$ cat src/rtl/ws2812_rx.sv
// WS2812-style single-wire LED stream decoder: pulse-width bit decode,
// 24-bit GRB word assembly, latch-gap detection and per-frame word count.
module ws2812_rx #(
    parameter int unsigned BIT_THRESH   = 30,
    parameter int unsigned MIN_HIGH     = 8,
    parameter int unsigned MAX_HIGH     = 56,
    parameter int unsigned RESET_CYCLES = 2500,
    parameter int unsigned PIX_W        = 10
) (
    input  logic             clk,
    input  logic             reset_n,
    input  logic             din,
    output logic [23:0]      pix_data,
    output logic             pix_valid,
    output logic [PIX_W-1:0] pix_index,
    output logic             frame_done,
    output logic [PIX_W-1:0] frame_len,
    output logic             err
);

    localparam int unsigned CNT_W = $clog2(RESET_CYCLES + 1);

    localparam logic [CNT_W-1:0] CNT_ONE   = CNT_W'(1);
    localparam logic [CNT_W-1:0] RST_LAST  = CNT_W'(RESET_CYCLES - 1);
    localparam logic [CNT_W-1:0] RST_FULL  = CNT_W'(RESET_CYCLES);
    localparam logic [CNT_W-1:0] HIGH_MAX  = CNT_W'(MAX_HIGH);
    localparam logic [CNT_W-1:0] HIGH_MIN  = CNT_W'(MIN_HIGH);
    localparam logic [CNT_W-1:0] THRESH    = CNT_W'(BIT_THRESH);
    localparam logic [4:0]       LAST_BIT  = 5'd23;
    localparam logic [PIX_W-1:0] WORD_MAX  = '1;

    typedef enum logic [1:0] {
        WAIT_RST = 2'd0,
        IDLE     = 2'd1,
        HIGH     = 2'd2,
        LOW      = 2'd3
    } state_t;

    state_t           state;
    logic             sync_1;
    logic             ds;
    logic [CNT_W-1:0] cnt;
    logic [4:0]       bitcnt;
    logic [PIX_W-1:0] wordcnt;
    logic [23:0]      shreg;
    logic             word_rdy;

    // Two-flop synchronizer for the asynchronous data line
    always_ff @(posedge clk or negedge reset_n) begin
        if (!reset_n) begin
            sync_1 <= 1'b0;
            ds     <= 1'b0;
        end else begin
            sync_1 <= din;
            ds     <= sync_1;
        end
    end

    // Decoder FSM: width measurement, bit/word assembly, latch and error pulses
    always_ff @(posedge clk or negedge reset_n) begin
        if (!reset_n) begin
            state      <= WAIT_RST;
            cnt        <= '0;
            bitcnt     <= '0;
            wordcnt    <= '0;
            shreg      <= '0;
            word_rdy   <= 1'b0;
            pix_data   <= '0;
            pix_valid  <= 1'b0;
            pix_index  <= '0;
            frame_done <= 1'b0;
            frame_len  <= '0;
            err        <= 1'b0;
        end else begin
            pix_valid  <= 1'b0;
            frame_done <= 1'b0;
            err        <= 1'b0;

            // Publish a completed word one clock after its 24th bit was shifted in
            if (word_rdy) begin
                word_rdy  <= 1'b0;
                pix_data  <= shreg;
                pix_valid <= 1'b1;
                pix_index <= wordcnt;
                if (wordcnt != WORD_MAX) begin
                    wordcnt <= wordcnt + PIX_W'(1);
                end
            end

            case (state)
                WAIT_RST: begin
                    if (ds) begin
                        cnt <= '0;
                    end else if (cnt == RST_LAST) begin
                        cnt   <= RST_FULL;
                        state <= IDLE;
                    end else if (cnt != RST_FULL) begin
                        cnt <= cnt + CNT_ONE;
                    end
                end

                IDLE: begin
                    if (ds) begin
                        cnt   <= CNT_ONE;
                        state <= HIGH;
                    end
                end

                HIGH: begin
                    if (ds) begin
                        if (cnt == HIGH_MAX) begin
                            err    <= 1'b1;
                            bitcnt <= '0;
                            cnt    <= '0;
                            state  <= WAIT_RST;
                        end else begin
                            cnt <= cnt + CNT_ONE;
                        end
                    end else if (cnt < HIGH_MIN) begin
                        // Glitch: this falling cycle already counts as one low cycle
                        err    <= 1'b1;
                        bitcnt <= '0;
                        cnt    <= CNT_ONE;
                        state  <= WAIT_RST;
                    end else begin
                        shreg <= {shreg[22:0], (cnt > THRESH)};
                        if (bitcnt == LAST_BIT) begin
                            bitcnt   <= '0;
                            word_rdy <= 1'b1;
                        end else begin
                            bitcnt <= bitcnt + 5'd1;
                        end
                        cnt   <= CNT_ONE;
                        state <= LOW;
                    end
                end

                LOW: begin
                    if (ds) begin
                        cnt   <= CNT_ONE;
                        state <= HIGH;
                    end else if (cnt == RST_LAST) begin
                        // Latch gap: close the frame, flag a dangling partial word
                        frame_done <= 1'b1;
                        frame_len  <= wordcnt;
                        wordcnt    <= '0;
                        if (bitcnt != 5'd0) begin
                            err <= 1'b1;
                        end
                        bitcnt <= '0;
                        cnt    <= RST_FULL;
                        state  <= IDLE;
                    end else begin
                        cnt <= cnt + CNT_ONE;
                    end
                end

                default: begin
                    cnt   <= '0;
                    state <= WAIT_RST;
                end
            endcase
        end
    end

endmodule

$ cat config.mk
export PLATFORM = sky130hd
export DESIGN_NAME = ws2812_rx
export DESIGN_NICKNAME = d
export VERILOG_FILES = /design/src/rtl/ws2812_rx.sv
export SDC_FILE = /design/constraint.sdc
export NUM_CORES = 1
export LEC_CHECK = 0
export ABC_AREA = 1
export CORE_MARGIN = 2
export CORE_UTILIZATION = 66
export CTS_BUF_LIST = sky130_fd_sc_hd__clkbuf_4
export DETAILED_ROUTE_END_ITERATION = 8
export DONT_BUFFER_PORTS = 1
export PLACE_DENSITY_LB_ADDON = 0.12
export SETUP_SLACK_MARGIN = 0.5
export SLEW_MARGIN = 20
export SYNTH_ARGS = -nofsm -noshare
export SYNTH_HDL_FRONTEND = slang
export SYNTH_SLANG_ARGS = --single-unit
$ cat constraint.sdc
create_clock -name clk -period 3 [get_ports clk]
set_input_delay 0.45 -clock clk [delete_from_list [all_inputs] [get_ports clk]]
set_output_delay 0.45 -clock clk [all_outputs]
set_load 0.005 [all_outputs]
==> impl_results.md <==
- Seq/Total Area, Yosys: 0.544
- Actual slew at the worst max-slew pin: around 0.75 ns
- Pwr/cell area: between 400 and 500 nW/um^2
- GRT overflow: 0
- Clock sinks: roughly 100
- Worst setup EP type: register
- Post-layout util: 0.717
- Hold slack: -0.337 ns
- Unrepaired setup endpoints after global routing: false
- CTS Root Cell: clkbuf_4
- Clock transition at path regs: around 0.17 ns
- Critical Path AT: between 2 and 2.5 ns
- Count of different cell masters after synthesis: 32
- Post-CTS setup buffers: 0
- CTS resizes: 0
- WL final: roughly 9000 um
- DRT Pass-1 Iters: 4
- Layout area overhead: 4.04%
- Final setup viols: 0
- Hold Vio Cnt, Final: a little over 100
- Sw power: between 400 and 500 uW
- Share of Yosys cell area claimed by the top area cell type: 0.544
- F_max: ~0.54 GHz
- Fin crit share: 0.620
- Net Sw Frac: 0.230
- Post-route ant nets: 0
- Starting Density: 0.689
- Dpl cells: roughly 650
- Mapped Cells: approximately 570
- Area contributors post-synth: dfrtp_1 54%, nand2_1 16%, o21ai_0 4.8%
- CTS Hold Bufs: 1
- CTS tree: yes
- Setup TNS: 0 ns
- Max Slew Vio Count: 0
- Combinational Power Share: 0.013
- Via Count: 3598
- Critical Path RT: approximately 3.3 ns
- Post-DP HPWL: ~6400 um
- Drt initial violations: 263
- Worst-skew pair later-pin latency: ~0.45 ns
- Result of the run: finished with violations
- Pre-CTS WS: 1.19 ns
- Post-layout nets: 577
- PortBufs: 0
- Chip Width: ~89 um
- Sequential Power Share: 0.646
- IO Pins: 50
- Longest Clk Path Bufs: 2
- Synth Net Count: around 580
- Startpoint type of the worst setup path: register
- Final Critical Period: between 1.5 and 2 ns
- Biggest area consumer among synthesized cells: dfrtp_1
- Routed len/inst: 13.5 um
- Die area: 7870 um^2
- Failing checks: hold timing
- RePlAce Congestion: about 0.91
- Vias in the first global route: 3547
- Max-Cap Viols: 0
- Crit Path Max Fanout: 37
- Initial antenna violation count: 0
- Internal power: between 1.5 and 2 mW
- Area taken by flip-flops and latches: between 2000 and 3000 um^2
- Post-detailed-route DRC marker count: 0
- Clock network power share: 0.341
- Total leakage power: between 2 and 3 nW
- CTS H-tree lvls: 3
- Clk_skew: about 0.022 ns
- Synth Cell Area: between 4000 and 5000 um^2
- Hold WC Path Type: primary input to async pin
- Area of the multi-input gates: 1810 um^2
- Filler cells: 553
- Synth warnings: 0
- Non-Filler Instances: between 600 and 700
- Antenna Cells: 0
- Final Worst Setup Slack: between 1 and 1.5 ns
- First-pass GRT wire length: around 16000 um
- Commonest non-fill, non-tap cell in the layout: nand2_1
- Core Region: roughly 7000 um^2
- Synthesized area per cell: ~8.3 um^2
- Largest net degree at the start of global routing: 104
- Ratio of cells with drive above 1 in the final layout: 0.0801
- CTS buffer count: 9
- Peak supply drop: ~0.00020 V
- Seq cells post-synth: ~100
- GRT Total Usage: 0.254
- Worst setup path class: register to register
- DR vias/cell: 5.37
- Slew margin rel.: 0.494
- Most frequent cells in the layout: 196 x nand2_1, 103 x dfrtp_1, 57 x inv_1
- Height of the die: roughly 90 um
- FP Rows: 30
[worst paths after layout]
check,end,startpoint,slack [ns],cells past startpoint
min in group clk,ds,sync_1,0.36,0
worst min register to register,ds,sync_1,0.36,0
worst max-delay path,shreg[1],cnt[4],1.14,9
worst min-delay path,frame_len[1],reset_n,-0.34,0
max in group asynchronous,cnt[3],reset_n,3.21,0
worst max register to register,shreg[1],cnt[4],1.14,9
[synth_stat cells, drive strengths merged]
master	number
xnor2	3
a21oi	8
clkbuf	6
and3	1
buf	10
o22ai	2
a31oi	1
o21bai	1
dfrtp	103
o21ai	66
nand3	33
inv	64
clkinv	1
nor2	47
a21boi	1
ha	5
xor2	2
nor4	1
nand2	202
nor3	5
nand4	9
[power by group through the flow]
stage,registers [mW],logic (mW),clock network (mW)
global placement,1.42,0.0256,0
floorplan,1.42,0.0241,0
finish,1.40,0.0286,0.740
detailed placement,1.43,0.0273,0
CTS,1.40,0.0284,0.755
global route,1.40,0.0333,0.810
[layer usage]
| metal | global-route usage | share of wire | vias up | routed length [um] |
|---|---|---|---|---|
| met5 | 0 | 0 | - | 0 |
| met4 | 0.102 | 0.014 | 0 | 123 |
| met3 | 0.0597 | 0.054 | 12 | 492 |
| met2 | 0.402 | 0.49 | 112 | 4410 |
| met1 | 0.342 | 0.44 | 1680 | 4020 |
| li1 | - | - | 1794 | - |
[kinds of logic after synthesis]
logic type	synth area share
AO/OA/AOI/OAI	0.0925
flip-flops	0.544
adder cells (fa/ha/maj)	0.0132
XOR/XNOR	0.00925
buffers and inverters	0.0729
AND/OR/NAND/NOR	0.268
[stage by stage]
step                      power (mW)  area [um^2]
final                           2.17         4930
after global routing            2.25         4930
after CTS                       2.18         4930
after detailed placement        1.45         4770
after global placement          1.45         4770
after floorplan                 1.45         4730
[flip-flops by register name, summed over array words and instances, names as in the netlist]
| signal | flops |
|---|---|
| err | 1 |
| state | 2 |
| cnt | 12 |
| shreg | 24 |
| pix_valid | 1 |
| frame_done | 1 |
| sync_1 | 1 |
| frame_len | 10 |
| wordcnt | 10 |
| word_rdy | 1 |
| pix_data | 24 |
| pix_index | 10 |
| bitcnt | 5 |
| ds | 1 |
[cell type report]
class | instances | share of cell area
multi-input combinational | 387 | 0.368
timing repair buffer | 3 | 0.00508
sequential | 103 | 0.523
inverter | 65 | 0.0495
clock buffer | 9 | 0.0137
clock inverter | 7 | 0.0163
tap | 96 | 0.0244
[critical path, cell delays in order, from the launching register on]
cell and delay (ns):
dfrtp_1 0.49, inv_1 0.09, nand2_1 0.09, nor2_1 0.07, nand2_2 0.13, nand2_4 0.09, nor2_8 0.37, inv_2 0.23
nand2_1 0.11, o21ai_0 0.08
Power figures use the tool's default switching activity.
